[src/rtl/controle_preparo.sv]
// controle_preparo: coffee-brew sequencer (sensor check, preheat, pump, done / fault latch).
// Optional macro CONTADOR_DOSES_EN adds DOSES, a saturating count of entries into FINALIZA.
module controle_preparo #(
  parameter int T_AQUEC  = 8,
  parameter int T_CURTO  = 4,
  parameter int T_MEDIO  = 8,
  parameter int T_LONGO  = 12,
  parameter int T_VERIF  = 16,
  parameter int T_PRONTO = 3
) (
  input  logic       CLK,
  input  logic       RST_N,
  input  logic [2:0] STATUS,
  input  logic       BTN_INICIO,
  input  logic       BTN_CANCELA,
  input  logic [1:0] TAMANHO,
  output logic       TIMER,
  output logic       AQUECE,
  output logic       BOMBA,
  output logic       OCUPADO,
  output logic       PRONTO,
  output logic       ERRO,
  output logic [2:0] CODIGO_ERRO
`ifdef CONTADOR_DOSES_EN
  ,
  output logic [7:0] DOSES
`endif
);

  localparam int MAX_A = (T_AQUEC > T_VERIF) ? T_AQUEC : T_VERIF;
  localparam int MAX_B = (T_PRONTO > MAX_A) ? T_PRONTO : MAX_A;
  localparam int MAX_C = (T_CURTO > MAX_B) ? T_CURTO : MAX_B;
  localparam int MAX_D = (T_MEDIO > MAX_C) ? T_MEDIO : MAX_C;
  localparam int MAX_T = (T_LONGO > MAX_D) ? T_LONGO : MAX_D;
  localparam int CW    = (MAX_T < 2) ? 1 : $clog2(MAX_T);

  localparam logic [CW-1:0] CNT_SAT    = CW'(MAX_T - 1);
  localparam logic [CW-1:0] VERIF_FIM  = CW'(T_VERIF - 1);
  localparam logic [CW-1:0] AQUEC_FIM  = CW'(T_AQUEC - 1);
  localparam logic [CW-1:0] PRONTO_FIM = CW'(T_PRONTO - 1);

  localparam logic [2:0] ST_AGUA     = 3'b001;
  localparam logic [2:0] ST_SENSORES = 3'b100;
  localparam logic [2:0] ST_OK       = 3'b101;

  typedef enum logic [2:0] {
    OCIOSO    = 3'd0,
    VERIFICA  = 3'd1,
    AQUECENDO = 3'd2,
    BOMBEANDO = 3'd3,
    FINALIZA  = 3'd4,
    FALHA     = 3'd5
  } estado_t;

  estado_t       estado_q, estado_d;
  logic [CW-1:0] cnt_q, cnt_d;
  logic [1:0]    tam_q, tam_d;
  logic [2:0]    codigo_q, codigo_d;
  logic [CW-1:0] bomba_fim_s;
  logic          cronometrado_s;
  logic          falha_bomba_s;

  // Last counter value of the pump phase for the latched cup size.
  always_comb begin
    case (tam_q)
      2'b00:   bomba_fim_s = CW'(T_CURTO - 1);
      2'b01:   bomba_fim_s = CW'(T_MEDIO - 1);
      2'b10:   bomba_fim_s = CW'(T_LONGO - 1);
      default: bomba_fim_s = CW'(T_CURTO - 1);
    endcase
  end

  assign falha_bomba_s = (STATUS >= ST_AGUA) && (STATUS <= ST_SENSORES);

  // Next-state logic; cancel is tested first so it beats faults and expiry.
  always_comb begin
    estado_d = estado_q;
    tam_d    = tam_q;
    codigo_d = codigo_q;
    case (estado_q)
      OCIOSO: begin
        if (BTN_INICIO && (TAMANHO != 2'b11)) begin
          estado_d = VERIFICA;
          tam_d    = TAMANHO;
        end else begin
          estado_d = OCIOSO;
        end
      end
      VERIFICA: begin
        if (BTN_CANCELA) begin
          estado_d = OCIOSO;
        end else if (STATUS == ST_OK) begin
          estado_d = AQUECENDO;
        end else if ((STATUS == ST_SENSORES) || (cnt_q == VERIF_FIM)) begin
          estado_d = FALHA;
          codigo_d = STATUS;
        end else begin
          estado_d = VERIFICA;
        end
      end
      AQUECENDO: begin
        if (BTN_CANCELA) begin
          estado_d = OCIOSO;
        end else if (cnt_q == AQUEC_FIM) begin
          estado_d = BOMBEANDO;
        end else begin
          estado_d = AQUECENDO;
        end
      end
      BOMBEANDO: begin
        if (BTN_CANCELA) begin
          estado_d = OCIOSO;
        end else if (falha_bomba_s) begin
          estado_d = FALHA;
          codigo_d = STATUS;
        end else if (cnt_q == bomba_fim_s) begin
          estado_d = FINALIZA;
        end else begin
          estado_d = BOMBEANDO;
        end
      end
      FINALIZA: begin
        if (cnt_q == PRONTO_FIM) begin
          estado_d = OCIOSO;
        end else begin
          estado_d = FINALIZA;
        end
      end
      FALHA: begin
        if (BTN_CANCELA) begin
          estado_d = OCIOSO;
          codigo_d = 3'b000;
        end else begin
          estado_d = FALHA;
        end
      end
      default: begin
        estado_d = OCIOSO;
        codigo_d = 3'b000;
      end
    endcase
  end

  assign cronometrado_s = (estado_q == VERIFICA) || (estado_q == AQUECENDO) ||
                          (estado_q == BOMBEANDO) || (estado_q == FINALIZA);

  // Phase counter: restarts on every transition, counts only in timed phases, saturates.
  always_comb begin
    if (estado_d != estado_q) begin
      cnt_d = '0;
    end else if (cronometrado_s && (cnt_q != CNT_SAT)) begin
      cnt_d = cnt_q + 1'b1;
    end else begin
      cnt_d = cnt_q;
    end
  end

  // State, counter, latched size and fault code registers.
  always_ff @(posedge CLK or negedge RST_N) begin
    if (!RST_N) begin
      estado_q <= OCIOSO;
      cnt_q    <= '0;
      tam_q    <= 2'b00;
      codigo_q <= 3'b000;
    end else begin
      estado_q <= estado_d;
      cnt_q    <= cnt_d;
      tam_q    <= tam_d;
      codigo_q <= codigo_d;
    end
  end

  // Moore output decode; every term comes from registers, so reset clears actuators at once.
  always_comb begin
    TIMER       = ((estado_q == VERIFICA) && (cnt_q == VERIF_FIM)) || (estado_q == FALHA);
    AQUECE      = (estado_q == AQUECENDO) || (estado_q == BOMBEANDO);
    BOMBA       = (estado_q == BOMBEANDO);
    OCUPADO     = cronometrado_s;
    PRONTO      = (estado_q == FINALIZA);
    ERRO        = (estado_q == FALHA);
    CODIGO_ERRO = codigo_q;
  end

`ifdef CONTADOR_DOSES_EN
  logic [7:0] doses_q, doses_d;

  // Count each entry into FINALIZA, holding at 255.
  always_comb begin
    if ((estado_d == FINALIZA) && (estado_q != FINALIZA) && (doses_q != 8'hFF)) begin
      doses_d = doses_q + 8'd1;
    end else begin
      doses_d = doses_q;
    end
  end

  // Dose counter register; cleared only by reset.
  always_ff @(posedge CLK or negedge RST_N) begin
    if (!RST_N) begin
      doses_q <= 8'd0;
    end else begin
      doses_q <= doses_d;
    end
  end

  assign DOSES = doses_q;
`endif

endmodule
[config.mk]
export PLATFORM = sky130hd
export DESIGN_NAME = controle_preparo
export DESIGN_NICKNAME = d
export VERILOG_FILES = /design/src/rtl/controle_preparo.sv
export SDC_FILE = /design/constraint.sdc
export NUM_CORES = 1
export LEC_CHECK = 0
export BUFFER_PORTS_ARGS = -buffer_cell sky130_fd_sc_hd__buf_2
export CAP_MARGIN = 10
export CELL_PAD_IN_SITES_DETAIL_PLACEMENT = 0
export CELL_PAD_IN_SITES_GLOBAL_PLACEMENT = 2
export CORE_MARGIN = 1.5
export CORE_UTILIZATION = 35
export CTS_BUF_LIST = sky130_fd_sc_hd__clkbuf_4
export CTS_CLUSTER_SIZE = 20
export DETAILED_ROUTE_END_ITERATION = 10
export HOLD_SLACK_MARGIN = 0.08
export PLACE_DENSITY_LB_ADDON = 0.2
export SYNTH_ARGS = -nofsm -noshare
export SYNTH_HDL_FRONTEND = slang
export SYNTH_SLANG_ARGS = --single-unit
[constraint.sdc]
create_clock -name CLK -period 4.3 [get_ports CLK]
set_input_delay 0.215 -clock CLK [delete_from_list [all_inputs] [get_ports CLK]]
set_output_delay 0.215 -clock CLK [all_outputs]
set_load 0.01 [all_outputs]
## After elaboration in Yosys (flattened, before gate mapping)

Cells that the tools add are included.

| cells by class | value |
|---|---|
| $add $sub $neg | 1 |
| order comparisons | 2 |
| eq/ne operators | 22 |
| mux-type cells | 22 |
| bitwise gates (word level) | 1 |
| reduce and logical (&&, ||, !) cells | 15 |

Operator list:

| operator | number |
|---|---|
| $mux W3 | 14 |
| $pmux W3 S6 | 1 |
| $eq A3 B3 Y1 const B | 4 |
| $ne A2 B2 Y1 const B | 6 |
| $pmux W3 S4 | 1 |
| $mux W4 | 2 |
| $pmux W4 S2 | 1 |
| $reduce_and A7 Y1 | 1 |
| $eq A3 B2 Y1 const B | 2 |
| $logic_or A1 B1 Y1 | 6 |
| $add A4 B1 Y4 const B | 1 |
| $eq A4 B2 Y1 const B | 1 |
| $eq A4 B3 Y1 const B | 1 |
| $eq A4 B4 Y1 | 1 |
| $eq A4 B4 Y1 const B | 1 |
| $logic_and A1 B1 Y1 | 4 |
| $ne A4 B4 Y1 const B | 1 |
| $eq A3 B1 Y1 const B | 1 |
| $ge A3 B1 Y1 const B | 1 |
| $le A3 B3 Y1 const B | 1 |
| $logic_not A3 Y1 | 1 |
| $ne A3 B3 Y1 | 1 |
| $reduce_or A3 Y1 | 1 |
| $eq A2 B1 Y1 const B | 1 |
| 7 further kinds | 8 |

| storage, ports and cells | value |
|---|---|
| bits in registers | 12 |
| input port bits | 9 |
| output and inout bits | 9 |
| word-level logic and storage cells | 67 |

## Logic depth before layout (Yosys ltp)

Gate-level depths: netlist (run 1).

| logic depth | value |
|---|---|
| depth after elaboration | 9 |
| gate-level depth with buffers | 7 |
| gate-level depth less buffers | 7 |

## Worst setup path after synthesis (run 1)

No wires, ideal clock.

| path | value |
|---|---|
| kind | reg2reg |
| start | register cnt_q[1] |
| end | register estado_q[2] |
| library setup time | 136 ps |
| arrival time | 1653 ps |
| data required time | 4164 ps |
| setup slack | 2511 ps |
| cell stages (with the launch flop) | 6 |
| path buffers | 0 |
| clock period less this slack | 1789 ps |
| cells stage by stage | dfrtp_1 ha_1 and3_1 o2111ai_1 o21ai_0 or3b_2 |

| between the ends | value |
|---|---|
| longest elaborated chain between the ends | 6 |
| elaborated cells between the ends (all ways) | 12 |
| classes of those cells | eq/ne (3); mux (8); reduce/logical (1) |

RTL lines:

| item | line | source |
|---|---|---|
| from (decl) | 56 | `logic [CW-1:0] cnt_q, cnt_d;` |
| from (signal assigned) | 167 | `cnt_q <= cnt_d;` |
| $eq A4 B4 Y1 | 94 | `end else if ((STATUS == ST_SENSORES) \|\| (cnt_q == VERIF_FIM)) begin` |
| $logic_or A1 B1 Y1 | 94 |  |
| $mux W3 | 94 |  |
| $mux W3 | 92 | `end else if (STATUS == ST_OK) begin` |
| $mux W3 | 90 | `if (BTN_CANCELA) begin` |
| $pmux W3 S6 (*) | 80 | `case (estado_q)` |
| net estado_d[2] | 55 | `estado_t estado_q, estado_d;` |
| to (signal assigned) | 166 | `estado_q <= estado_d;` |
| to (decl) | 55 |  |

Mark *: on every way through the listed nets, which the timed path passes. The rest lies on a longest branch.
A chain may end at the register's enable or synchronous reset.

## Worst setup path after layout (run 1)

| path | value |
|---|---|
| start | register estado_q[2] |
| end | register cnt_q[3] |

| between the ends | value |
|---|---|
| longest elaborated chain between the ends | 6 |
| elaborated cells between the ends (all ways) | 14 |
| classes of those cells | eq/ne (6); mux (2); reduce/logical (6) |

RTL lines:

| item |
|---|
| branches (longest 6 deep; another with $pmux W3 S6) |

Parallel ways; which one is timed is not known.

==> impl_results.md, run 1 <==
* Number of global-route vias before repair at 776
* Filler cells at about 270
* DRT Pass-1 Iters at 4
* Max FO, Critical Path at 14
* VDD IR-drop max at approximately 180 uV
* Max-cap viol count at 0
* Max Slew Vio Count at 0
* Die ar. at 2960 sq um
* Core footprint at ~2500 sq um
* Clock sink count at 12
* Fmax at around 0.5 GHz
* Die X at ~54 um
* Via count at around 830
* Post-synthesis async set-or-reset flop share at 1.00
* Min cycle time layout at between 1.5 and 2 ns
* Aggregate global-route resource usage at 0.171
* RSZ-0062 raised after global routing: false
* DP HPWL at about 1600 um
* Worst-case clock buffer depth at 2
* Number of flops mapped to enable cells by yosys at 0
* Routed Antenna Nets at 0
* Port buffer count at 17
* Total power at ~0.51 mW
* Met2 Usage GRT at 0.269
* Clock Latency Late Sink at around 0.29 ns
* Worst setup path class: reg2reg
* H-tree Lvls at 1
* CP Launch Type: register
* Drt drc at 0
* Slew @ Worst Pin at roughly 0.55 ns
* Initial Utilization at 0.373
* Share of layout cells above drive strength 1 at 0.244
* CP required at approximately 4.5 ns
* Pin count of the biggest net entering global routing at 15
* Arrival time worst endpoint at ~2.2 ns
* Seq. cell area at 300 sq um
* First-pass GRT wire length at approximately 3500 um
* Synth Warn # at 0
* Worst relative slew slack at 0.630
* Vias per inst at around 5.3
* Worst Hold Class: in2reg
* Final WL at approximately 2100 um
* M1 GR Usage at 0.216
* Busiest grt layer: met2
* Tcrit/Tclk final at 0.462
* Post-synth cell types at 42
* Post-synthesis instance total at between 100 and 150
* Final setup violating endpoints at 0
* Post-CTS Setup Inserts at 0
* Clock transition at path regs at about 0.09 ns
* Initial antenna violation count at 0
* Pleak at ~0.46 nW
* Standard-cell rows at 18
* Root buffer cell: clkbuf_4
* Setup TNS at 0 ns
* Avg Cell Area, Syn at about 8.4 sq um
* Initial drt markers at 18
* Post-Syn Area at 923 sq um
* CTS tree: yes
* Grt ovf at 0
* Layout area overhead at 13.0%
* Crit end category: register
* Multi-input logic area at ~550 sq um
* CTS-repair resized insts at 0
* N_diodes at 0
* Final hold viol count at 0
* Total CTS buffers at 3
* Met3 GRT Util at 0.0328
* FF+latch count, synth at 12
* Top Ports at 18
* Drt wl/cell at between 10 and 15 um
* Nets at around 140
* Syn Nets at between 100 and 150
* Main synth FF type: dfrtp_1
* Die Y at between 50 and 60 um
* Placer Congestion at between 0.7 and 0.8
* Pwr per Cell Area at 491 nW/um^2
* Status: complete, no violations
* Sequential cell area fraction in the yosys report at 0.325
* Skew final at ~0.0018 ns
## repair_timing
action | in CTS | in global routing
hold endpoints to repair | 12 | 0
hold buffers | 1 | 0
setup endpoints to repair | 0 | 0
## registers in the layout, summed over array words and instances, names as in the netlist
signal       cells
CODIGO_ERRO      3
cnt_q            4
estado_q         3
tam_q            2
## critical path, cell delays in order (launching register included)
cell	delay, ns
dfrtp_1	0.59
or4b_4	0.63
a21o_1	0.19
and3_4	0.16
nand3_2	0.07
nand4_2	0.15
nor2_1	0.13
## layer usage
metal	up-vias	wire length, um	part of all wire
met1	382	1050	0.49
li1	421	-	-
met5	-	0	0
met2	20	953	0.44
met4	0	55	0.026
met3	4	86	0.040
## area by class of cell
type	instances	area share
multi-input cells	83	0.524
clock inverters	1	0.00360
inverters	10	0.0360
flip-flops and latches	12	0.288
well taps	30	0.0360
repair buffers	18	0.0911
clock buffers	3	0.0216
## final timing paths
kind | startpoint | slack, ns | endpoint | cells past startpoint
max | estado_q[2]$_DFF_PN0_ | 2.31 | cnt_q[3]$_DFFE_PN0P_ | 6
min | BTN_CANCELA | 0.16 | estado_q[1]$_DFF_PN0_ | 2
max reg2reg | estado_q[2]$_DFF_PN0_ | 2.31 | cnt_q[3]$_DFFE_PN0P_ | 6
min reg2reg | CODIGO_ERRO[1]$_DFFE_PN0P_ | 0.55 | CODIGO_ERRO[1]$_DFFE_PN0P_ | 2
max in group asynchronous | RST_N | 3.74 | CODIGO_ERRO[0]$_DFFE_PN0P_ | 2
min in group asynchronous | RST_N | 0.34 | tam_q[0]$_DFFE_PN0P_ | 2
## synth_stat cells (2+ instances only)
library cell / count / share of area
nor2_1: 19 / 0.077
dfrtp_1: 12 / 0.33
inv_1: 10 / 0.041
nand3_1: 7 / 0.038
nor3_1: 7 / 0.038
nand2_1: 6 / 0.024
o21ai_0: 6 / 0.033
xnor2_1: 4 / 0.038
a21oi_1: 3 / 0.016
buf_6: 2 / 0.024
ha_1: 2 / 0.027
xor2_1: 2 / 0.019
## where the power goes
group / switching, mW / total [mW] / internal [mW]
clock network: 0.0455 / 0.0792 / 0.0338
logic: 0.128 / 0.235 / 0.107
registers: 0.0493 / 0.198 / 0.148
total: 0.223 / 0.512 / 0.289
## cell usage in the layout, fill, tap and decap left out, drive strengths merged, types with 3 or more instances in the layout
master and instances:
nor2 19, buf 17, dfrtp 12, inv 10
nand3 8, nor3 7, nand2 6, o21ai 6
xnor2 4, a21oi 3, clkbuf 3
## logic make-up (layout without fill, tap and decap cells)
family,after synthesis,count (layout),share of synthesized area
AO/OA/AOI/OAI,19,19,0.163
XOR/XNOR,6,6,0.0569
adder cells (fa/ha/maj),2,2,0.0271
buffers and inverters,15,32,0.0827
flip-flops,12,12,0.325
multiplexers,1,1,0.0108
AND/OR/NAND/NOR,55,55,0.335
## per-stage QoR
step	area (sq um)	instances	utilization	setup slack (ns)	hold slack (ns)
global route	1040	157	0.421	2.18	0.171
floorplan	923	110	-	2.51	-0.0806
detailed placement	1010	152	0.407	2.33	0.122
CTS	1040	157	0.421	2.31	0.157
finish	1040	157	0.421	2.31	0.164
global placement	1010	152	0.407	2.35	0.120
Note: power is estimated with default switching activity, not from simulation.
==> inputs of run 2 (changes only) <==
CORE_UTILIZATION = 30   (was 35)
clock period = 1.8 ns   (was 4.3 ns; I/O delays follow)
==> impl_results.md, run 2 (same netlist as run 1, synthesis figures left out) <==
* Hold_sp: TAMANHO[0]
* Max reg flops at 4
* Crit end category: register
* CP Launch Type: register
* P_int at about 0.81 mW
* Share of layout cells above drive strength 1 at 0.404
* DP HPWL at between 1500 and 2000 um
* CP delay by family, top: simple AND/OR/NAND/NOR gates
* Comb pwr share at 0.560
* Initial Utilization at 0.326
* CTS tree: yes
* Max-cap viol count at 0
* Routed Antenna Nets at 0
* Fin area at around 1200 sq um
* Number of global-route vias before repair at approximately 860
* Fmax at between 0.5 and 0.6 GHz
* Via count at 916
* Drt wl/cell at between 10 and 15 um
* Met2 Usage GRT at 0.249
* Pleak at ~0.57 nW
* Busiest grt layer: met2
* Status: complete, no violations
* CP required at 1.96 ns
* Placed cell area at about 1100 sq um
* P_sw at ~0.57 mW
* Sw frac at 0.411
* Grt ovf at 0
* Die Y at between 50 and 60 um
* Post-Layout Cell Count at about 180
* DRT Pass-1 Iters at 4
* Beginning of the critical path: estado_q[2]$_DFF_PN0_
* Initial antenna violation count at 0
* Total CTS buffers at 3
* Worst Hold Class: in2reg
* Min cycle time layout at between 1.5 and 2 ns
* Worst relative slew slack at 0.703
* Nets at approximately 160
* Reg2reg start: estado_q[2]$_DFF_PN0_
* Max FO, Critical Path at 6
* Most frequent cells in the layout: nor2_1, buf_4, buf_2
* CP cell instances: or4b_4 -> a21o_1 -> buf_4 -> o221a_2 -> nand4_4 -> nor2_1
* Final WS setup at 0.0571 ns
* Layout area overhead at 35.2%
* CP max stage cell: or4b_4
* Worst setup path class: reg2reg
* Max Slew Vio Count at 0
* Placer Congestion at 0.817
* Final hold viol count at 0
* Drt drc at 0
* Clock Latency Late Sink at 0.27 ns
* Placed insts at roughly 170
* Biggest register: cnt_q
* Die ar. at roughly 3400 sq um
* Slew @ Worst Pin at 0.446 ns
* Worst-case clock buffer depth at 2
* Hold WS at 0.0904 ns
* Reg power frac at 0.317
* Pwr per Cell Area at 1100 nW/um^2
* Clock sink count at 12
* Skew final at around 0.0044 ns
* Total power at roughly 1.4 mW
* Clock Power Share at 0.123
* RSZ-0062 raised after global routing: false
* M1 GR Usage at 0.206
* N_diodes at 0
* Vias per inst at between 5 and 6
* DP Worst Slack at -0.0469 ns
* Arrival time worst endpoint at approximately 1.9 ns
* VDD IR-drop max at 490 uV
* Tcrit/Tclk final at 0.968
* Pin count of the biggest net entering global routing at 13
* Standard-cell rows at 19
* Aggregate global-route resource usage at 0.152
* Buffers and inverters on the worst path at 1
* Port buffer count at 17
* Final setup violating endpoints at 0
* Core footprint at ~2800 sq um
* Clock transition at path regs at about 0.08 ns
* Root buffer cell: clkbuf_4
* H-tree Lvls at 1
* Met3 GRT Util at 0.0264
* Top Ports at 18
* Final WL at approximately 2400 um
* Die X at roughly 60 um
* Initial drt markers at 25
* First-pass GRT wire length at roughly 4000 um
* Commonest non-fill, non-tap cell in the layout: nor2_1
* Maximum single-stage delay on the critical path at roughly 0.55 ns
-- run 2: cell types whose count changed in the layout (fill, tap and decap cells not counted), moves of 2 or more --
cell and change:
dfrtp_2 +2, o21ai_2 +2, o21ai_0 -2, dfrtp_1 -2, buf_4 +18, dlygate4sd3_1 +2
-- run 2: per-layer routing --
metal / wire length [um] / part of all wire / vias up
li1: - / - / 461
met4: 26 / 0.011 / 0
met1: 1070 / 0.45 / 427
met2: 1110 / 0.47 / 24
met5: 0 / 0 / -
met3: 141 / 0.060 / 4
-- run 2: per-stage QoR --
step	TNS [ns]	utilization
6_report	0	0.441
5_1_grt	0	0.441
4_1_cts	0	0.415
3_5_place_dp	-0.0469	0.396
3_3_place_gp	0	0.396
2_1_floorplan	0	-
-- run 2: final cells by class --
cell class | count | area [sq um]
flip-flops and latches | 12 | 303
multi-input cells | 83 | 597
clock buffers | 3 | 22.5
repair buffers | 38 | 250
inverters | 10 | 37.5
well taps | 31 | 38.8
fillers | 300 | 1580
-- run 2: worst register-to-register path, cell delays in order, from the launching register on --
cell and delay, ns:
dfrtp_2 0.45, or4b_4 0.55, a21o_1 0.19, buf_4 0.13, o221a_2 0.14, nand4_4 0.12, nor2_1 0.06
-- run 2: power groups by stage --
stage,logic [mW],clock network (mW),registers [mW]
4_1_cts,0.723,0.180,0.434
2_1_floorplan,0.469,0,0.433
3_5_place_dp,0.715,0,0.435
5_1_grt,0.865,0.196,0.451
3_3_place_gp,0.712,0,0.432
6_report,0.771,0.169,0.436
-- run 2: worst paths after layout --
kind / cells after the start / endpoint / slack (ns)
worst min-delay path: 3 / tam_q[0]$_DFFE_PN0P_ / 0.09
worst max-delay path: 6 / cnt_q[2]$_DFFE_PN0P_ / 0.06
worst min register to register: 1 / estado_q[1]$_DFF_PN0_ / 0.53
min in group asynchronous: 2 / cnt_q[0]$_DFFE_PN0P_ / 0.23
worst max register to register: 6 / cnt_q[2]$_DFFE_PN0P_ / 0.06
max in group asynchronous: 2 / cnt_q[2]$_DFFE_PN0P_ / 1.32
-- run 2: repair_timing --
item	4_1_cts	5_1_grt
hold buffers	3	0
buffers inserted	0	3
endpoints found under the setup margin	5	7
resized for setup	2	11
pin swaps	0	8
endpoints found under the hold margin	14	0
gates cloned	0	0
